$ cat config.mk
export PLATFORM = sky130hd
export DESIGN_NAME = branch_ctrl
export DESIGN_NICKNAME = d
export VERILOG_FILES = /design/src/rtl/branch_ctrl_pkg.sv /design/src/rtl/branch_ctrl_cmp.sv /design/src/rtl/branch_ctrl.sv
export SDC_FILE = /design/constraint.sdc
export NUM_CORES = 1
export LEC_CHECK = 0
export ABC_AREA = 0
export BUFFER_PORTS_ARGS = -buffer_cell sky130_fd_sc_hd__buf_2
export CORE_MARGIN = 3
export CORE_UTILIZATION = 54
export DETAILED_ROUTE_END_ITERATION = 12
export PLACE_DENSITY = 0.82
export SLEW_MARGIN = 20
export SYNTH_ARGS = -nofsm -noshare
export SYNTH_HDL_FRONTEND = slang
export SYNTH_HIERARCHICAL = 1
export SYNTH_SLANG_ARGS = --single-unit
export TNS_END_PERCENT = 50
$ cat constraint.sdc
create_clock -name clk -period 4.35 [get_ports clk]
set_clock_uncertainty 0.15 [all_clocks]
set_input_delay 0 -clock clk [delete_from_list [all_inputs] [get_ports clk]]
set_output_delay 0 -clock clk [all_outputs]
set_load 0.02 [all_outputs]
$ cat src/rtl/branch_ctrl_pkg.sv
// Shared pipeline definitions for the ID-stage branch controller:
// branch condition codes, controller state encoding and sizing constants.
package branch_ctrl_pkg;

   localparam int DATA_W     = 16;
   localparam int WAIT_MAX   = 15;
   localparam int WAIT_CNT_W = 4;

   typedef enum logic [1:0] {
      OP_NONE = 2'b00,
      OP_LT   = 2'b01,
      OP_EQ   = 2'b10,
      OP_GT   = 2'b11
   } br_op_e;

   typedef enum logic [1:0] {
      ST_IDLE  = 2'b00,
      ST_WAIT  = 2'b01,
      ST_EVAL  = 2'b10,
      ST_FLUSH = 2'b11
   } br_state_e;

   // Saturating +1 for event counters that must never wrap back to zero.
   function automatic logic [DATA_W-1:0] sat_inc(input logic [DATA_W-1:0] v);
      return (&v) ? v : v + DATA_W'(1);
   endfunction

endpackage

$ cat src/rtl/branch_ctrl_cmp.sv
// Branch condition evaluation: signs of the wrapped difference a - b decide
// GT/LT/EQ, with no overflow correction.
module branch_cmp
   import branch_ctrl_pkg::*;
(
   input  br_op_e            op,
   input  logic [DATA_W-1:0] a,
   input  logic [DATA_W-1:0] b,
   output logic              taken
);

   logic [DATA_W-1:0] diff;
   logic              zero;
   logic              neg;

   assign diff = a - b;
   assign zero = (diff == '0);
   assign neg  = diff[DATA_W-1];

   always_comb begin
      taken = 1'b0;
      case (op)
         OP_GT:   taken = !neg && !zero;
         OP_LT:   taken = neg;
         OP_EQ:   taken = zero;
         default: taken = 1'b0;
      endcase
   end

endmodule

$ cat src/rtl/branch_ctrl.sv
// ID-stage branch resolution: stalls the front end while operands settle,
// evaluates the condition, and redirects/flushes on a taken branch.
module branch_ctrl
   import branch_ctrl_pkg::*;
(
   input  logic              clk,
   input  logic              rst,
   input  logic              br_valid,
   input  logic [1:0]        br_op,
   input  logic [DATA_W-1:0] br_target,
   input  logic [DATA_W-1:0] reg_a,
   input  logic [DATA_W-1:0] reg15,
   input  logic              opnd_ready,
   output logic              stall_id,
   output logic              flush_ifid,
   output logic              pc_load,
   output logic [DATA_W-1:0] pc_target,
   output logic [DATA_W-1:0] taken_cnt,
   output logic              wait_err
);

   br_state_e             state_q, state_d;
   br_op_e                op_q, op_d;
   logic [DATA_W-1:0]     target_q, target_d;
   logic [DATA_W-1:0]     taken_cnt_q, taken_cnt_d;
   logic [WAIT_CNT_W-1:0] wait_cnt_q, wait_cnt_d;
   logic                  wait_err_q, wait_err_d;

   logic accept;
   logic timeout;
   logic taken;

   assign accept  = br_valid && (br_op_e'(br_op) != OP_NONE);
   // Fires on the WAIT cycle whose increment brings the counter to WAIT_MAX.
   assign timeout = (wait_cnt_q == WAIT_CNT_W'(WAIT_MAX - 1)) && !opnd_ready;

   branch_cmp u_cmp (
      .op    (op_q),
      .a     (reg_a),
      .b     (reg15),
      .taken (taken)
   );

   always_ff @(posedge clk) begin
      if (rst) state_q <= ST_IDLE;
      else     state_q <= state_d;
   end

   always_comb begin
      state_d = state_q;
      case (state_q)
         ST_IDLE:  if (accept) state_d = opnd_ready ? ST_EVAL : ST_WAIT;
         ST_WAIT: begin
            if (opnd_ready)   state_d = ST_EVAL;
            else if (timeout) state_d = ST_IDLE;
         end
         ST_EVAL:  state_d = taken ? ST_FLUSH : ST_IDLE;
         ST_FLUSH: state_d = ST_IDLE;
         default:  state_d = ST_IDLE;
      endcase
   end

   // Outputs are forced low while rst is held, whatever state is current.
   always_comb begin
      stall_id   = 1'b0;
      flush_ifid = 1'b0;
      pc_load    = 1'b0;
      pc_target  = '0;
      if (!rst) begin
         case (state_q)
            ST_IDLE: stall_id = accept;
            ST_WAIT: stall_id = 1'b1;
            ST_EVAL: begin
               stall_id = 1'b1;
               if (taken) begin
                  pc_load    = 1'b1;
                  flush_ifid = 1'b1;
                  pc_target  = target_q;
               end
            end
            ST_FLUSH: flush_ifid = 1'b1;
            default: ;
         endcase
      end
   end

   assign taken_cnt = rst ? '0 : taken_cnt_q;
   assign wait_err  = !rst && wait_err_q;

   always_comb begin
      op_d        = op_q;
      target_d    = target_q;
      wait_cnt_d  = wait_cnt_q;
      taken_cnt_d = taken_cnt_q;
      wait_err_d  = wait_err_q;
      if (state_q == ST_IDLE && accept) begin
         op_d     = br_op_e'(br_op);
         target_d = br_target;
      end
      if (state_q == ST_WAIT)      wait_cnt_d = wait_cnt_q + WAIT_CNT_W'(1);
      else if (state_d == ST_WAIT) wait_cnt_d = '0;
      if (pc_load) taken_cnt_d = sat_inc(taken_cnt_q);
      if (state_q == ST_WAIT && timeout) wait_err_d = 1'b1;
   end

   always_ff @(posedge clk) begin
      if (rst) begin
         op_q        <= OP_NONE;
         target_q    <= '0;
         wait_cnt_q  <= '0;
         taken_cnt_q <= '0;
         wait_err_q  <= 1'b0;
      end else begin
         op_q        <= op_d;
         target_q    <= target_d;
         wait_cnt_q  <= wait_cnt_d;
         taken_cnt_q <= taken_cnt_d;
         wait_err_q  <= wait_err_d;
      end
   end

   a_pcl_pulse : assert property (@(posedge clk) disable iff (rst) pc_load |=> !pc_load);
   a_tgt_quiet : assert property (@(posedge clk) disable iff (rst) !pc_load |-> pc_target == '0);
   a_flush_nostall : assert property (@(posedge clk) disable iff (rst)
                                      state_q == ST_FLUSH |-> !stall_id);

endmodule

==> impl_metrics.ini, run 1 <==
[synthesis]
synthArstFlopShare_pct = 0
ys_seq_area_share_pct = 24.6
synth_ff_type = dfxtp_1
synthXorXnorAreaFrac_pct = 0.789
synth-simple-area-share_pct = 35.8
synth_compound_gate_area_share_pct = 19.2
yosysWarnings = 6
syn_area_um2 = 3330
yosys-top-cells-area = dfxtp_1 25%, ha_1 8.6%, nand2_1 6.5%
syn_inst = 443
netlist.area_leader.share_pct = 24.6
avgSynthCellArea_um2 = 7.52
synth_edf_count = 0
ys_ff_latch = 41
synthAdderAreaFrac_pct = 8.64
synth_cell_types = 69
synth_top_family_by_area = simple AND/OR/NAND/NOR gates
syn_nets = 520
synthMuxAreaShare_pct = 5.41
synth_area_leader_cell = dfxtp_1

[clocking]
clk-insertion-delay-late_ps = 310
cts_hold_buf = 18
cts_resized = 0
cts_max_path_buffers = 2
clk_pin_slew_ps = 80
cts_buffers = 5
cts_tree = built
h-tree-depth = 2
cts_root_buf = clkbuf_8
cts_sinks = 41
postCtsSetupRepairBufs = 0

[routing]
drt-total-wl_um = 9140
dr.pass1.iters = 5
avgRoutedWirePerCell_um = 14.8
postRouteAntennaNets = 0
vias_per_cell = 5.87
vias = 3615
initialDrtViolationCount = 274
drc = 0

[layout]
drive_gt1_share_pct = 23.9
syn_to_final_growth_pct = 23.8
nets = 620
antenna_cells = 0

[min_path]
hold_path_depth = 4
hp-class = input pin to register

[worst_setup_path]
cp_max_fo = 21
endpoint = pc_target[3]
crit_type = register to output pin
r2r_cells = 13
cp-start-kind = register
cp_data_required_time_ps = 4200
cp-end-kind = output pin
reg2reg_setup_slack_ps = 740
startpoint = op_q[1]$_SDFFE_PP0N_
arrival_ps = 3470
timing.rr.start = op_q[1]$_SDFFE_PP0N_
r2r-end = taken_cnt_q[5]$_SDFFE_PP0P_

[die]
die_h_um = 84.5
ios = 90
num_rows = 27
fp.coreArea_um2 = 5740
die_area_um2 = 7150
die-width_um = 84.5
start_util_pct = 58.0

[grt]
grt_usage_pct = 24.8
grt_max_degree = 63
grt_pass1_wl_um = 14900
gr-total-overflow = 0
antenna_found_initial = 0
grt_pass1_vias = 3329

[placement]
gp_congestion = 0.993
dp_hpwl_um = 6620
port_buffers = 89

[outcome]
outcome = finished clean

[power_and_ir_drop]
finalPower_mw = 1.05
leakage_nw = 1.85
power_density_nw_per_um2 = 254
peakVddDrop_mv = 0.220

[sta]
finalCritPeriodShare_pct = 83.3
grt_setup_unrepaired = no
hold_viol_final = 0
slew_headroom_pct = 55.0
final.min_clock_period_ps = 3620
setup_tns_ps = 0
timing.fmax_mhz = 276
slew_violations = 0
setup_violations = 0
worstMarginPinSlew_ps = 675

[flow_run]
drv_cap = 0
## layout by cell type (no fill, tap or decap), drive strengths merged, types with 4 or more instances in the layout
cell type / n
and2: 19
dfxtp: 41
mux2: 13
ha: 23
dlygate4sd3: 18
and3: 4
a21oi: 36
nand2: 60
nor2b: 21
o21ai: 11
nand3: 19
inv: 30
o2111ai: 4
nand4: 16
nor2: 33
nor3: 14
nor4b: 5
buf: 91
nor3b: 7
clkbuf: 5
nor4: 4
nand2b: 8
or3: 4
## layout make-up
class,instances,area [um^2]
flip-flops and latches,41,821
well taps,72,90.1
inverters,30,113
fillers,459,1620
repair buffers,109,641
multi-input cells,356,2330
clock buffers,5,68.8
clock inverters,3,65.1
## power by group
part,leakage [nW],switching [mW],total (mW),internal (mW)
logic,1.45,0.167,0.284,0.117
registers,0.333,0.00909,0.398,0.389
clock network,0.0681,0.136,0.364,0.228
total,1.85,0.312,1.05,0.734
## flip-flops by register name (all words and copies together), names as in the netlist
register / count
op_q: 2
wait_cnt_q: 4
state_q: 2
wait_err_q: 1
taken_cnt_q: 16
target_q: 16
## worst min path at each step
stage            startpoint                  endpoint
6_report         opnd_ready     state_q[0]$_SDFF_PP0_
3_3_place_gp   br_target[2]  target_q[2]$_SDFFE_PP0N_
3_5_place_dp   br_target[2]  target_q[2]$_SDFFE_PP0N_
4_1_cts          opnd_ready     state_q[0]$_SDFF_PP0_
2_1_floorplan           rst              taken_cnt[1]
5_1_grt          opnd_ready     state_q[0]$_SDFF_PP0_
## cell families after synthesis
family                   count (synthesis)
AO/OA/AOI/OAI                           91
multiplexers                            16
AND/OR/NAND/NOR                        223
XOR/XNOR                                 3
buffers and inverters                   46
adder cells (fa/ha/maj)                 23
flip-flops                              41
## stage by stage
stage	std cells	worst slack, ps	hold slack (ps)	util (%)	area [um^2]
2_1_floorplan	443	1000	-66.8	-	3330
3_3_place_gp	590	627	91.9	66.3	3810
5_1_grt	616	474	93.9	71.8	4120
6_report	616	728	45.6	71.8	4120
3_5_place_dp	590	548	94.4	66.3	3810
4_1_cts	616	850	41.6	71.8	4120
## cell usage after synthesis, types with 4 or more instances
cell / count
mux2_2: 12
nand2b_1: 8
inv_1: 30
and2_1: 19
clkbuf_1: 9
nand3_1: 19
a21oi_1: 34
nor4b_1: 5
nor3b_1: 7
and3_1: 4
nand4_1: 14
o21ai_0: 8
nor3_1: 14
nor2b_1: 21
dfxtp_1: 41
nor2_1: 33
ha_1: 23
nand2_1: 58
## critical path, cell delays in order (launching register included)
cell and delay (ps):
dfxtp_1 430, and3_1 280, nand3_1 100, a2111oi_0 450
nand4_1 230, nor3_1 230, nand4_1 190, o311ai_4 320
a21oi_2 140, and3b_1 240, buf_4 210, and2_1 180
buf_2 160
## routing by layer
layer  vias up  part of all wire (%)  wire [um]  GRT usage (%)
met2       156                    47       4260           40.1
met3        18                   8.0        731           5.00
met1      1654                    44       4020           33.7
met4         0                   1.3        123           6.91
met5         -                     0          0              0
li1       1787                     -          -              -
Note: power is estimated with default switching activity, not from simulation.
==> run 2, diff against run 1 <==
--- a/config.mk
+++ b/config.mk
@@ -5,7 +5,7 @@
 export SDC_FILE = /design/constraint.sdc
 export NUM_CORES = 1
 export LEC_CHECK = 0
-export ABC_AREA = 0
+export ABC_AREA = 1
 export BUFFER_PORTS_ARGS = -buffer_cell sky130_fd_sc_hd__buf_2
 export CORE_MARGIN = 3
 export CORE_UTILIZATION = 54
==> constraint.sdc (replaced) <==
create_clock -name clk -period 3.6 [get_ports clk]
set_clock_uncertainty 0.15 [all_clocks]
set_input_delay 0 -clock clk [delete_from_list [all_inputs] [get_ports clk]]
set_output_delay 0 -clock clk [all_outputs]
set_load 0.02 [all_outputs]
==> impl_metrics.ini, run 2 <==
[worst_setup_path]
cp-start-kind = input pin
timing.rr.start = op_q[1]$_SDFFE_PP0N_
startpoint = reg15[9]
path_cells = buf_2 -> inv_1 -> ha_1 -> nand2_2 -> nor2_1 -> nand4_1 -> nand4_1 -> nand2_1 -> nor2_2 -> nand2_1 -> nor2_1 -> nand2_1 -> nand2_1 -> nand2_1 -> nand2_1 -> nand2_1 -> nor2_4 -> clkinv_1 -> buf_4 -> nor2_1 -> buf_2
cp_max_fo = 17
slowest_stage = ha_1
crit_type = input pin to output pin
crit_buf_inv = 5
crit_top_cell = nand2_1
critical-path-max-stage-delay_ps = 370
cp-end-kind = output pin
cp_data_required_time_ps = 3450
arrival_ps = 2520
critPathTopFamily = simple AND/OR/NAND/NOR gates

[layout]
layout_common_cells = 141 x nand2_1, 111 x inv_1, 89 x buf_2, 65 x nor2_1, 41 x dfxtp_1
final_core_util_pct = 69.4
drive_gt1_share_pct = 20.3
syn_to_final_growth_pct = 22.6
reg_top3 = taken_cnt_q x16, target_q x16, wait_cnt_q x4
fin_cells = 741
nets = 743
mostFrequentLayoutCell = nand2_1
finalInstanceArea_um2 = 4160
antenna_cells = 0

[routing]
dr.pass1.iters = 5
initialDrtViolationCount = 180
postRouteAntennaNets = 0
vias = 3762
avgRoutedWirePerCell_um = 11.5
vias_per_cell = 5.08
drt-total-wl_um = 8500
drc = 0

[placement]
port_buffers = 89
dp_hpwl_um = 6300
gp_congestion = 0.948
place_inst = 714
place_area_um2 = 3860
pre_cts_slack_ps = 803

[sta]
worstMarginPinSlew_ps = 743
grt_setup_unrepaired = no
slew_headroom_pct = 50.4
setup_tns_ps = 0
timing.fmax_mhz = 375
finalCritPeriodShare_pct = 74.0
hold_viol_final = 0
slew_violations = 0
final.min_clock_period_ps = 2670
setup_violations = 0
fin_ws_ps = 934

[power_and_ir_drop]
peakVddDrop_mv = 0.271
power_density_nw_per_um2 = 287
leakage_nw = 2.21

[synthesis]
synthArstFlopShare_pct = 0
avgSynthCellArea_um2 = 6.03
synth_cell_types = 35
yosys-top-cells-area = dfxtp_1 24%, nand2_1 16%, inv_1 12%
synth_edf_count = 0
syn_area_um2 = 3390
synth_area_leader_cell = dfxtp_1
synth.most_common_cell = nand2_1
ys_ff_latch = 41
syn_inst = 562
synth_ff_type = dfxtp_1
yosysWarnings = 6
ys_seq_area_share_pct = 24.2
syn_nets = 639
netlist_top_cells_count = 141 x nand2_1, 111 x inv_1, 65 x nor2_1
netlist.area_leader.share_pct = 24.2

[flow_run]
drv_cap = 0

[clocking]
cts_buffers = 5
cts_root_buf = clkbuf_8
clk_pin_slew_ps = 80
cts_max_path_buffers = 2
cts_resized = 0
h-tree-depth = 2
clk-insertion-delay-late_ps = 300
cts_sinks = 41
cts_tree = built

[grt]
grt_pass1_wl_um = 14500
gr-total-overflow = 0
grt_usage_pct = 23.8
grt_max_degree = 38
antenna_found_initial = 0
grt_pass1_vias = 3496

[die]
die_h_um = 85.2
start_util_pct = 56.6
die-width_um = 85.2
fp.coreArea_um2 = 5990
die_area_um2 = 7260
num_rows = 28
ios = 90

[outcome]
outcome = finished clean

[min_path]
hp-start = rst
hp-class = input pin to register
## run 2: cell types whose count changed in the layout (fill, tap and decap cells not counted), moves of 11 or more
cell | previous run | this run
nand3_1 | 19 | 30
nor2b_1 | 21 | 0
nand2_1 | 58 | 141
and2_1 | 19 | 2
mux2_2 | 12 | 0
nor2_1 | 33 | 65
inv_1 | 30 | 111
nand2_2 | 2 | 14
o21ai_0 | 8 | 29
## run 2: path summary, 6_finish.rpt
check / slack [ps] / end / cells past startpoint
worst min-delay path: 60 / state_q[0]$_SDFF_PP0_ / 2
worst max-delay path: 930 / pc_target[6] / 21
worst min register to register: 310 / target_q[11]$_SDFFE_PP0N_ / 2
worst max register to register: 1110 / taken_cnt_q[6]$_SDFFE_PP0P_ / 19
## run 2: final cells by class
type	instances	area, um^2
multi-input combinational	393	2070
fill	546	1830
sequential	41	821
timing repair buffer	110	653
inverter	115	432
tap	75	93.8
clock buffer	6	82.6
clock inverter	1	7.51
## run 2: kinds of logic (layout without fill, tap and decap cells)
family	Yosys count	after routing	share of synthesized area, %
adder cells (fa/ha/maj)	23	23	8.49
AND/OR/NAND/NOR	286	286	37.9
XOR/XNOR	10	10	2.58
buffers and inverters	128	232	14.9
AO/OA/AOI/OAI	74	74	11.8
flip-flops	41	41	24.2
## run 2: layer usage
metal  wire length (um)  track usage [%]
met5                  0                0
met1               3560             27.9
met2               4230             43.1
met4                152             7.91
met3                552             4.56
## run 2: where the power goes
part	total [mW]	internal, mW	switching [mW]
Sequential	0.505	0.488	0.0169
Clock	0.310	0.152	0.158
Combinational	0.376	0.144	0.232
## run 2: metrics by stage
step | power, mW | hold slack (ps)
4_1_cts | 1.19 | 47.9
2_1_floorplan | 0.779 | 43.3
6_report | 1.19 | 62.2
5_1_grt | 1.28 | 106
3_5_place_dp | 0.869 | 135
3_3_place_gp | 0.857 | 124
## run 2: repair_timing
| item | CTS | global route |
|---|---|---|
| hold buffers | 20 | 0 |
| buffers inserted | 0 | 0 |
| endpoints found under the hold margin | 21 | 0 |
